==> src/rtl/ccip_rd_req_scheduler.sv <==
// ccip_rd_req_scheduler
//
// Round-robin scheduler that shares the CCI-P c0 read-request channel between
// NUM_INSTANCES requesters. It writes the source index into mdata[15:14] of each
// forwarded header. It limits the number of in-flight reads per requester and
// returns read-response credits to the requester named by the response tag. A
// drain handshake lets software quiesce all reads.
//
// Optional build macro:
//   PIPEARCH_SCHED_STATS_EN - adds per-instance grant counters and an almfull-stall
//                             counter, all 32-bit and saturating.
//
// Ports:
//   clk, reset_n  - clock; synchronous active-low reset
//   req_valid     - per-instance request present
//   req_hdr       - per-instance c0 request header (HDR_W bits, mdata in [15:0])
//   req_ready     - combinational one-hot grant (request consumed this cycle)
//   c0TxAlmFull   - channel almost-full; blocks all grants
//   tx_valid      - registered c0 request valid
//   tx_hdr        - registered c0 request header with mdata[15:14] = source
//   rsp_valid     - read response seen
//   rsp_tag       - mdata[15:14] of the read response
//   drain_req     - level; asks the scheduler to quiesce
//   drain_done    - level; no grants and zero reads outstanding
//   tag_err       - sticky; a response arrived for an instance with nothing in flight
//   stat_grants   - (stats build) per-instance grant counts
//   stat_stall    - (stats build) cycles in RUN with any request while almfull

module ccip_rd_req_scheduler #(
  parameter int unsigned NUM_INSTANCES   = 4,
  parameter int unsigned MAX_OUTSTANDING = 64,
  parameter int unsigned CNT_W           = 8,
  parameter int unsigned HDR_W           = 74
) (
  input  logic                     clk,
  input  logic                     reset_n,
  input  logic [NUM_INSTANCES-1:0] req_valid,
  input  logic [HDR_W-1:0]         req_hdr [NUM_INSTANCES],
  output logic [NUM_INSTANCES-1:0] req_ready,
  input  logic                     c0TxAlmFull,
  output logic                     tx_valid,
  output logic [HDR_W-1:0]         tx_hdr,
  input  logic                     rsp_valid,
  input  logic [1:0]               rsp_tag,
  input  logic                     drain_req,
  output logic                     drain_done,
  output logic                     tag_err
`ifdef PIPEARCH_SCHED_STATS_EN
  ,
  output logic [31:0]              stat_grants [NUM_INSTANCES],
  output logic [31:0]              stat_stall
`endif
);

  typedef enum logic [1:0] {StRun, StDrain, StDone} state_e;

  state_e                 state_q, state_d;
  logic [1:0]             ptr_q, ptr_d;
  logic [CNT_W-1:0]       cnt_q [NUM_INSTANCES];
  logic [CNT_W-1:0]       cnt_d [NUM_INSTANCES];
  logic                   tx_valid_q, tx_valid_d;
  logic [HDR_W-1:0]       tx_hdr_q, tx_hdr_d;
  logic                   drain_done_q, drain_done_d;
  logic                   tag_err_q, tag_err_d;

  logic [NUM_INSTANCES-1:0] eligible;
  logic [NUM_INSTANCES-1:0] elig_rot;
  logic [NUM_INSTANCES-1:0] grant;
  logic                     any_grant;
  logic [1:0]               first_off;
  logic [2:0]               win_sum;
  logic [2:0]               nxt_sum;
  logic [1:0]               win_idx;
  logic                     all_zero_d;

  // Arbitration: rotate the eligible vector so ptr_q lands at bit 0, take the
  // lowest set bit, then map the offset back to an absolute index.
  always_comb begin
    for (int i = 0; i < NUM_INSTANCES; i++) begin
      eligible[i] = (state_q == StRun) && !c0TxAlmFull && req_valid[i] &&
                    (cnt_q[i] < CNT_W'(MAX_OUTSTANDING));
    end
    any_grant = |eligible;
    elig_rot  = NUM_INSTANCES'({eligible, eligible} >> ptr_q);

    first_off = '0;
    for (int j = NUM_INSTANCES - 1; j >= 0; j--) begin
      if (elig_rot[j]) first_off = 2'(j);
    end

    win_sum = {1'b0, ptr_q} + {1'b0, first_off};
    if (win_sum >= 3'(NUM_INSTANCES)) win_sum = win_sum - 3'(NUM_INSTANCES);
    win_idx = win_sum[1:0];

    nxt_sum = {1'b0, win_idx} + 3'd1;
    if (nxt_sum >= 3'(NUM_INSTANCES)) nxt_sum = nxt_sum - 3'(NUM_INSTANCES);
    ptr_d = any_grant ? nxt_sum[1:0] : ptr_q;

    for (int i = 0; i < NUM_INSTANCES; i++) begin
      grant[i] = any_grant && (win_idx == 2'(i));
    end
  end

  assign req_ready = grant;

  // Outstanding counters, response routing and the sticky tag error.
  always_comb begin
    logic rsp_hit;
    tag_err_d  = tag_err_q;
    all_zero_d = 1'b1;
    if (rsp_valid && ({1'b0, rsp_tag} >= 3'(NUM_INSTANCES))) tag_err_d = 1'b1;
    for (int i = 0; i < NUM_INSTANCES; i++) begin
      rsp_hit  = rsp_valid && (rsp_tag == 2'(i));
      cnt_d[i] = cnt_q[i];
      if (grant[i] && !rsp_hit) begin
        cnt_d[i] = cnt_q[i] + 1'b1;
      end else if (!grant[i] && rsp_hit) begin
        // A response with nothing in flight is dropped rather than wrapping.
        if (cnt_q[i] != '0) cnt_d[i] = cnt_q[i] - 1'b1;
        else                tag_err_d = 1'b1;
      end
      if (cnt_d[i] != '0) all_zero_d = 1'b0;
    end
  end

  // Drain FSM; DONE is judged on next-state counts so drain_done rises on the
  // edge that retires the last response.
  always_comb begin
    state_d = state_q;
    unique case (state_q)
      StRun:   if (drain_req) state_d = StDrain;
      StDrain: begin
        if (!drain_req)      state_d = StRun;
        else if (all_zero_d) state_d = StDone;
      end
      StDone:  if (!drain_req) state_d = StRun;
      default: state_d = StRun;
    endcase
    drain_done_d = (state_d == StDone);
  end

  // Registered c0 request.
  always_comb begin
    tx_valid_d = any_grant;
    tx_hdr_d   = '0;
    for (int i = 0; i < NUM_INSTANCES; i++) begin
      if (grant[i]) begin
        tx_hdr_d        = req_hdr[i];
        tx_hdr_d[15:14] = 2'(i);
      end
    end
  end

  always_ff @(posedge clk) begin
    if (!reset_n) begin
      state_q      <= StRun;
      ptr_q        <= '0;
      tx_valid_q   <= 1'b0;
      tx_hdr_q     <= '0;
      drain_done_q <= 1'b0;
      tag_err_q    <= 1'b0;
      for (int i = 0; i < NUM_INSTANCES; i++) cnt_q[i] <= '0;
    end else begin
      state_q      <= state_d;
      ptr_q        <= ptr_d;
      tx_valid_q   <= tx_valid_d;
      tx_hdr_q     <= tx_hdr_d;
      drain_done_q <= drain_done_d;
      tag_err_q    <= tag_err_d;
      for (int i = 0; i < NUM_INSTANCES; i++) cnt_q[i] <= cnt_d[i];
    end
  end

  assign tx_valid   = tx_valid_q;
  assign tx_hdr     = tx_hdr_q;
  assign drain_done = drain_done_q;
  assign tag_err    = tag_err_q;

`ifdef PIPEARCH_SCHED_STATS_EN
  logic [31:0] grants_q [NUM_INSTANCES];
  logic [31:0] grants_d [NUM_INSTANCES];
  logic [31:0] stall_q, stall_d;

  always_comb begin
    for (int i = 0; i < NUM_INSTANCES; i++) begin
      grants_d[i] = grants_q[i];
      if (grant[i] && (grants_q[i] != 32'hFFFF_FFFF)) grants_d[i] = grants_q[i] + 32'd1;
    end
    stall_d = stall_q;
    if ((state_q == StRun) && (|req_valid) && c0TxAlmFull && (stall_q != 32'hFFFF_FFFF)) begin
      stall_d = stall_q + 32'd1;
    end
  end

  always_ff @(posedge clk) begin
    if (!reset_n) begin
      stall_q <= '0;
      for (int i = 0; i < NUM_INSTANCES; i++) grants_q[i] <= '0;
    end else begin
      stall_q <= stall_d;
      for (int i = 0; i < NUM_INSTANCES; i++) grants_q[i] <= grants_d[i];
    end
  end

  assign stat_grants = grants_q;
  assign stat_stall  = stall_q;
`endif

endmodule

==> config.mk <==
export PLATFORM = sky130hd
export DESIGN_NAME = ccip_rd_req_scheduler
export DESIGN_NICKNAME = d
export VERILOG_FILES = /design/src/rtl/ccip_rd_req_scheduler.sv
export SDC_FILE = /design/constraint.sdc
export NUM_CORES = 1
export LEC_CHECK = 0
export BUFFER_PORTS_ARGS = -buffer_cell sky130_fd_sc_hd__buf_2
export CAP_MARGIN = 40
export CELL_PAD_IN_SITES_DETAIL_PLACEMENT = 0
export CELL_PAD_IN_SITES_GLOBAL_PLACEMENT = 2
export CORE_MARGIN = 8
export CORE_UTILIZATION = 23
export DETAILED_ROUTE_END_ITERATION = 10
export HOLD_SLACK_MARGIN = 0.06
export PLACE_DENSITY_LB_ADDON = 0.1
export SETUP_SLACK_MARGIN = 0.15
export SLEW_MARGIN = 20
export SYNTH_ARGS = -nofsm -noshare
export SYNTH_HDL_FRONTEND = slang
export SYNTH_SLANG_ARGS = --single-unit
==> constraint.sdc <==
create_clock -name clk -period 4.5 [get_ports clk]
set_input_delay 0.225 -clock clk [delete_from_list [all_inputs] [get_ports clk]]
set_output_delay 0.225 -clock clk [all_outputs]
set_load 0.01 [all_outputs]
Word level (Yosys, flattened, before mapping)

Memory sizes are Yosys's and may differ from the RTL's.
Cells that the tools add are included.

Input bits: 307
Memories: 1
Register bits: 81
RAM bits: 32

Memory list:

| memory | depth | bits a word | read ports | clocked after Yosys merged registers in | wr ports | RTL line | RTL |
|---|---|---|---|---|---|---|---|
| cnt_q  | 4     | 8           | 4          | 0                                       | 4        | 59       | `logic [CNT_W-1:0] cnt_q [NUM_INSTANCES];` |

Reduce and logical (&&, ||, !) cells: 46
Equal/unequal tests: 9
Add/subtract/negate cells: 12
Bitwise operators: 4
Mux-type cells: 49
Shift operators: 1
$lt $le $gt $ge: 6

Operators by type and width:

| kind                                                       | number |
|---|---|
| two-way mux 74 bit                                         | 4 |
| two-way mux 8 bit                                          | 16 |
| nonzero test 8 bit                                         | 8 |
| adder 8 x 1 -> 8 bit, second input constant                | 4 |
| less-than comparator 8 x 7 -> 1 bit, second input constant | 4 |
| subtractor 8 x 1 -> 8 bit, second input constant           | 4 |
| logical AND 1 bit                                          | 25 |
| two-way mux 2 bit                                          | 10 |
| two-way mux 1 bit                                          | 18 |
| equality test 2 bit, second input constant                 | 6 |
| zero test 1 bit                                            | 9 |
| >> shifter 8 x 2 -> 4 bit                                  | 1 |
| equality test 2 x 1 -> 1 bit, second input constant        | 3 |
| >= comparator 3 bit, second input constant                 | 2 |
| zero test 2 bit                                            | 3 |
| case mux 2 bit (3 select lines)                            | 1 |
| OR 1 bit                                                   | 4 |
| OR reduction 4 bit                                         | 1 |
| subtractor 2 x 1 -> 2 bit, second input constant           | 2 |
| adder 2 x 1 -> 3 bit, second input constant                | 1 |
| adder 2 x 2 -> 3 bit                                       | 1 |

Depth between registers and ports, before layout

Gate-level depths: netlist (run 1).

Depth after elaboration: 27
Gate-level depth with buffers: 20

Worst setup path before layout (run 1)

OpenSTA, ideal clock, no wires.

Kind: reg-to-reg
From: reg state_q[1]
To: reg drain_done_q, in the netlist drain_done
Period minus slack after synthesis: 4,161 ps
Cell stages (with the launch flop): 18
Setup slack: 339 ps
Arrival time: 4,102 ps
Path through: dfxtp_1 -> or3_1 -> buf_6 -> or2_2 -> a311o_1 -> a221o_1 -> ha_1 -> xor2_1 -> inv_1 -> ha_1 -> inv_1 -> or4_1 -> o221ai_1 -> o211ai_1 -> nor4_1 -> nand4_1 -> o41ai_2 -> and2b_1

Cells in the longest elaborated chain, start to end: 27

RTL lines:

| what                                                             | RTL line | RTL |
|---|---|---|
| from (decl)                                                      | 57       | `state_e state_q, state_d;` |
| from (signal assigned)                                           | 156      | `state_q <= StRun;` |
| from (signal assigned)                                           | 164      | `state_q <= state_d;` |
| zero test 2 bit                                                  | 80, 130  |  |
| logical AND 1 bit (3 in a row)                                   | 80       | `eligible[i] = (state_q == StRun) && !c0TxAlmFull && req_valid[i] &&` |
| >> shifter 8 x 2 -> 4 bit                                        | 84       | `elig_rot = NUM_INSTANCES'({eligible, eligible} >> ptr_q);` |
| two-way mux 2 bit (4 in a row)                                   | 88       | `if (elig_rot[j]) first_off = 2'(j);` |
| adder 2 x 2 -> 3 bit                                             | 91       | `win_sum = {1'b0, ptr_q} + {1'b0, first_off};` |
| >= comparator 3 bit or subtractor 2 x 1 -> 2 bit (tied branches) | 92       | `if (win_sum >= 3'(NUM_INSTANCES)) win_sum = win_sum - 3'(NUM_INSTANCES);` |
| two-way mux 2 bit                                                | 92       |  |
| zero test 2 bit                                                  | 100      | `grant[i] = any_grant && (win_idx == 2'(i));` |
| [3 not listed]                                                   | -        |  |
| two-way mux 8 bit                                                | 117      | `end else if (!grant[i] && rsp_hit) begin` |
| two-way mux 8 bit                                                | 115      | `if (grant[i] && !rsp_hit) begin` |
| nonzero test 8 bit                                               | 122      | `if (cnt_d[i] != '0) all_zero_d = 1'b0;` |
| two-way mux 1 bit (4 in a row)                                   | 122      |  |
| two-way mux 2 bit                                                | 134      | `else if (all_zero_d) state_d = StDone;` |
| two-way mux 2 bit                                                | 133      | `if (!drain_req) state_d = StRun;` |
| case mux 2 bit (3 select lines) *                                | 130      | `unique case (state_q)` |
| equality test 2 bit *                                            | 139      | `drain_done_d = (state_d == StDone);` |
| to (signal assigned)                                             | 168      | `drain_done_q <= drain_done_d;` |
| to (decl)                                                        | 63       | `logic drain_done_q, drain_done_d;` |

Mark *: on every way between the ends. The rest lies on a longest branch, timed or not.
A chain may end at the register's enable or synchronous reset.

==> results of run 1 <==
routing by layer:
metal | GRT usage, % | vias to the layer above | wire length (um)
met4 | 5.152 | 0 | 584
met3 | 5.832 | 29 | 2490
met5 | 0 | - | 0
li1 | - | 4106 | -
met1 | 20.65 | 3980 | 13500
met2 | 31.52 | 323 | 16630
state kept, by name, summed over array words and instances (netlist names):
| register | flops |
|---|---|
| tag_err | 1 |
| ptr_q | 2 |
| drain_done | 1 |
| cnt_q | 32 |
| tx_hdr | 74 |
| tx_valid | 1 |
| state_q | 2 |
cells by family after synthesis:
| logic type | after synthesis | share of synthesized area (%) |
|---|---|---|
| XOR/XNOR | 12 | 1.550 |
| AND/OR/NAND/NOR | 334 | 25.68 |
| flip-flops | 113 | 33.35 |
| multiplexers | 9 | 1.347 |
| AO/OA/AOI/OAI | 246 | 29.09 |
| adder cells (fa/ha/maj) | 17 | 3.136 |
| buffers and inverters | 98 | 5.848 |
metrics by stage:
step                      std cells  power, W  hold slack, ns  worst slack, ns  utilization (%)
final                          1678  0.007137         0.07930           0.2940            36.89
after CTS                      1669  0.007037         0.06042           0.1326            36.12
after detailed placement       1571  0.005427          0.4733          0.05946            31.58
after floorplan                 829  0.003989          0.3467           0.3393                -
after global routing           1677  0.007720         0.07938           0.1413            36.88
after global placement         1570  0.005444          0.4701          0.04503            31.49
where the power goes:
group | switching (W) | total, W | internal, W
registers | 0.000190 | 0.00153 | 0.00134
logic | 0.00241 | 0.00416 | 0.00175
clock network | 0.000544 | 0.00145 | 0.000911
total | 0.00314 | 0.00714 | 0.00400
worst max-delay path by stage:
stage | end | slack [ns] | start
floorplan | drain_done$_SDFF_PN0_ | 0.34 | state_q[1]$_SDFF_PN0_
global placement | tx_hdr[49]$_SDFF_PN0_ | 0.05 | cnt_q[1][6]$_SDFF_PN0_
detailed placement | drain_done$_SDFF_PN0_ | 0.06 | cnt_q[1][6]$_SDFF_PN0_
CTS | drain_done$_SDFF_PN0_ | 0.13 | cnt_q[1][7]$_SDFF_PN0_
global route | state_q[1]$_SDFF_PN0_ | 0.14 | cnt_q[1][6]$_SDFF_PN0_
finish | drain_done$_SDFF_PN0_ | 0.29 | cnt_q[1][6]$_SDFF_PN0_
placed cells by master, fill, tap and decap left out, drive strengths merged, types with 9 or more instances in the layout:
cell | netlist | layout
o31ai | 9 | 9
buf | 12 | 431
and2 | 21 | 21
nand4 | 20 | 20
ha | 17 | 17
a21oi | 20 | 20
inv | 25 | 28
clkbuf | 60 | 19
o21ai | 11 | 11
a31oi | 11 | 11
o22ai | 35 | 35
dfxtp | 113 | 113
a22oi | 42 | 42
nand3 | 24 | 24
a221oi | 73 | 73
nor2 | 124 | 124
nand2 | 21 | 21
dlygate4sd3 | 0 | 64
nor3 | 53 | 53
nor4 | 14 | 14
cell type report:
cell class / instances / area share [%]
Multi-Input combinational cell: 618 / 40.19
Timing Repair Buffer: 495 / 27.50
Sequential cell: 113 / 20.92
Tap cell: 390 / 4.511
Clock buffer: 19 / 4.187
Clock inverter: 13 / 1.608
Inverter: 26 / 0.9831
Antenna cell: 4 / 0.09253
repair_timing:
item	4_1_cts	5_1_grt
hold endpoints to repair	33	0
hold buffers	64	0
pin swaps	7	16
cloned	0	1
endpoints found under the setup margin	4	4
gates resized for setup	10	37
buffers inserted	2	4
worst register-to-register path, cell delays in order (launching register included):
cell,delay [ns]
dfxtp_1,0.31
or3b_4,0.43
or2_4,0.24
a311o_1,0.31
a221o_1,0.34
ha_4,0.19
xor2_4,0.19
inv_2,0.12
ha_4,0.17
buf_6,0.10
o31ai_4,0.09
buf_4,0.18
or3_1,0.38
a31oi_1,0.32
nand4_1,0.25
o41ai_2,0.39
and2b_1,0.17
==> results.toml, run 1 <==
[status]
outcome = "complete, no violations"

[clock_tree]
cts_buffers = 17
clock_path_buffers = 2
clock_sinks = 113
htree_levels = 4
root_buffer = "clkbuf_16"
clk_latency_ns = 0.42
cts_tree = "built"
path_clk_slew_ns = 0.06

[sta]
fin_skew_ns = 0.01885
hold_viol = 0
finalCriticalPeriod_ns = 4.206
maxSlewHeadroom_pct = 54.51
finalSetupTns_ns = 0
tightest_slew_ns = 0.6771
rsz0062_at_grt = "yes"
min_period_over_period_pct = 93.47
setup_viol = 0
maxSlewViolCount = 0
fmax_ghz = 0.2378

[logic_synthesis]
ys_top_cells_by_count = "nor2_1 (122), dfxtp_1 (113), a221oi_1 (73)"
synth_area_um2 = 6783
syn_nets = 1153
synth.distinct_cells = 84
syn-instance-count = 829
synthTopCellsByArea = "dfxtp_1 (33%), a221oi_1 (9.4%), nor2_1 (6.8%), a22oi_1 (4.6%), nor3_1 (3.8%)"
postSynthAreaPerCell_um2 = 8.182
yosysWarningCount = 0
ys_ff_latch = 113
synth_ff_type = "dfxtp_1"
synth_most_common_cell = "nor2_1"
synth_top_area_share_pct = 33.35
synth_edf_count = 0
yosys.area.top_type = "dfxtp_1"
async_reset_ff_share_pct = 0
ys_seq_area_share_pct = 33.35

[detailed_routing]
first_pass_iters = 5
drt_wl_total_um = 33200
route.vias.total = 8438
vias_per_cell = 5.029
ant_nets = 0
drc = 0
drt-initial-drc-count = 330
wl_per_cell_um = 19.79

[setup_path]
r2r_end = "drain_done$_SDFF_PN0_"
crit_buf_inv = 3
worstPathArrival_ns = 4.57
criticalPathCategory = "reg2reg"
path_depth = 16
reg2reg_from = "cnt_q[1][6]$_SDFF_PN0_"
rrSetupSlack_ns = 0.29
cp_data_required_time_ns = 4.86
crit_path_frequent_cell = "ha_4"
end_kind = "flip-flop"
crit_slowest_cell = "or3b_4"
r2r_cells = 16
critical-path-top-delay-family = "simple AND/OR/NAND/NOR gates"
worstSetupStartpointType = "flip-flop"
cp_cell_sequence = "or3b_4 -> or2_4 -> a311o_1 -> a221o_1 -> ha_4 -> xor2_4 -> inv_2 -> ha_4 -> buf_6 -> o31ai_4 -> buf_4 -> or3_1 -> a31oi_1 -> nand4_1 -> o41ai_2 -> and2b_1"
max_stage_delay_ns = 0.43
critPathMaxFanout = 5

[final_layout]
fin_area_um2 = 10820
seqCellArea_um2 = 2263
fillers = 3138
syn2layout_area_growth_pct = 59.49
drive_above_1_share_pct = 40.97
nets = 1595
multi_input_area_um2 = 4348

[floorplan]
die_area_um2 = 35240
io_pins = 388
start_util_pct = 23.13
die_y_um = 187.7
die_w_um = 187.7
num_rows = 63
core-area_um2 = 29320

[grt]
grt_first_pass_wirelength_um = 50190
antenna_found_initial = 5
grt_max_degree = 81
grt_overflow = 0
grt_use_total_pct = 18.00
grt_pass1_vias = 8449

[power]
power_density_nw_per_um2 = 659.7
ir_drop_v = 0.0002711
p_leak_nw = 4.731

[placement]
dp_hpwl_um = 25610
placed_cell_area_um2 = 9260
io_buffers = 379
gp_congestion = 0.8107

[flow_run]
cap_violations = 0

[min_path]
hold_depth = 3
hold_class = "in2reg"
holdPathEnd = "tx_hdr[18]$_SDFF_PN0_"
min_from = "req_hdr[18]"
Power figures use the tool's default switching activity.
==> run 2: changes to the inputs <==
CELL_PAD_IN_SITES_DETAIL_PLACEMENT = not set   (was 0)
CELL_PAD_IN_SITES_GLOBAL_PLACEMENT = not set   (was 2)
CORE_AREA = 8 8 144 146   (was not set)
CORE_MARGIN = not set   (was 8)
CORE_UTILIZATION = not set   (was 23)
DIE_AREA = 0 0 152 154   (was not set)
PLACE_DENSITY = 0.69   (was not set)
PLACE_DENSITY_LB_ADDON = not set   (was 0.1)
==> results.toml, run 2 (synthesis results as in run 1) <==
[sta]
tightest_slew_ns = 0.8423
rsz0062_at_grt = "yes"
setup_viol = 0
hold_viol = 0
finalCriticalPeriod_ns = 4.225
finalSetupTns_ns = 0
min_period_over_period_pct = 93.89
fin_skew_ns = 0.008527
fmax_ghz = 0.2367
maxSlewHeadroom_pct = 43.42
maxSlewViolCount = 0
finalWorstSetupSlack_ns = 0.2752

[detailed_routing]
route.vias.total = 8654
ant_nets = 0
vias_per_cell = 5.855
first_pass_iters = 5
wl_per_cell_um = 23.39
drt-initial-drc-count = 795
drt_wl_total_um = 34570
drc = 0

[flow_run]
cap_violations = 0

[final_layout]
layout_common_cells = "buf_2 (379), nor2_1 (120), dfxtp_1 (112)"
seqCellArea_um2 = 2266
fillers = 1762
syn2layout_area_growth_pct = 49.64
nets = 1556
post_layout_nonfiller_instances = 1478
largest_reg_flops = 74
layout_commonest_cell = "buf_2"
multi_input_area_um2 = 4249
drive_above_1_share_pct = 40.39

[power]
power_density_nw_per_um2 = 707.2
intPower_w = 0.003955
switching_share_pct = 44.90
p_seq_share_pct = 22.1
ir_drop_v = 0.0002978
pwr-share-clk_pct = 18.4
p_switching_w = 0.003223
p_leak_nw = 4.524
combPwrFrac_pct = 59.5

[floorplan]
core-area_um2 = 18460
die_y_um = 154
io_pins = 388
die_w_um = 152
die_area_um2 = 23410
num_rows = 50
start_util_pct = 36.75

[placement]
place_ws_ns = 0.1371
gp_congestion = 0.9299
dp_hpwl_um = 27220
io_buffers = 379
place_inst = 1404

[grt]
grt_pass1_vias = 8324
grt_overflow = 0
grt_max_degree = 81
antenna_found_initial = 4
grt_use_total_pct = 27.94
grt_first_pass_wirelength_um = 50600

[status]
outcome = "complete, no violations"

[setup_path]
worstSetupStartpointType = "flip-flop"
end_kind = "flip-flop"
worstPathArrival_ns = 4.52
criticalPathCategory = "reg2reg"
critPathMaxFanout = 40
cp_data_required_time_ns = 4.79

[clock_tree]
cts_buffers = 17
clk_latency_ns = 0.41
path_clk_slew_ns = 0.06
clock_path_buffers = 2
htree_levels = 4
root_buffer = "clkbuf_16"
cts_tree = "built"
clock_sinks = 113

[min_path]
hold_class = "in2reg"
run 2: cell types whose count changed in the layout (fill, tap and decap cells not counted), moves of 3 or more:
cell,delta
dlygate4sd3_1,-31
buf_4,-11
buf_12,+5
inv_6,-4
buf_6,-3
diode_2,-3
run 2: layer usage:
layer	global-route usage (%)	up-vias	part of all wire [%]
li1	-	4016	-
met1	35.52	4116	40
met2	41.42	473	44
met3	12.58	49	14
met4	8.710	0	1.9
met5	0	-	0
run 2: critical path, stage by stage (launching register included):
cell,delay [ns]
dfxtp_4,0.34
or3b_4,0.37
or2_4,0.27
a311o_1,0.35
a221o_1,0.33
ha_4,0.18
xor2_2,0.22
inv_2,0.10
ha_4,0.19
o31ai_4,0.06
buf_4,0.25
nor2_2,0.07
buf_12,0.17
a22oi_1,0.22
nor2_1,0.11
a221oi_1,0.23
nor2_1,0.06
dlygate4sd3_1,0.55
run 2: repair_timing:
item | 4_1_cts | 5_1_grt
setup endpoints to repair | 2 | 13
hold buffers | 33 | 0
setup buffers | 1 | 9
resized for setup | 11 | 19
pin swaps | 4 | 13
hold endpoints to repair | 23 | 0
run 2: through the flow:
step                      hold WS [ns]  instance area (um2)  power, W  util, %
after floorplan                 0.3467                 6783  0.003989        -
after global placement          0.4659                 8991  0.005430    48.72
after detailed placement        0.4756                 9019  0.005436    48.87
after CTS                      0.06049                 9977  0.006975    54.06
after global routing           0.06606                10150  0.007627    54.98
final                          0.07533                10150  0.007178    55.00
run 2: power by group through the flow:
stage | logic (W) | clock network, W | registers, W
finish | 0.00427 | 0.00132 | 0.00158
detailed placement | 0.00385 | 0 | 0.00158
global placement | 0.00384 | 0 | 0.00159
global route | 0.00463 | 0.00138 | 0.00162
floorplan | 0.00237 | 0 | 0.00162
CTS | 0.00406 | 0.00134 | 0.00158
run 2: layout make-up:
type                            instances  share of cell area [%]
Antenna cell                            1                 0.02465
Clock buffer                           21                   4.537
Clock inverter                          9                   1.085
Inverter                               26                   1.036
Multi-Input combinational cell        618                   41.86
Sequential cell                       113                   22.32
Tap cell                              234                   2.885
Timing Repair Buffer                  456                   26.25
run 2: worst paths after layout:
path | from | end | slack (ns) | depth (start not counted)
min reg2reg | ptr_q[1]$_SDFFE_PN0N_ | ptr_q[1]$_SDFFE_PN0N_ | 0.56 | 2
max | cnt_q[1][7]$_SDFF_PN0_ | tx_hdr[35]$_SDFF_PN0_ | 0.28 | 17
min | req_hdr[264] | tx_hdr[42]$_SDFF_PN0_ | 0.08 | 3
max reg2reg | cnt_q[1][7]$_SDFF_PN0_ | tx_hdr[35]$_SDFF_PN0_ | 0.28 | 17
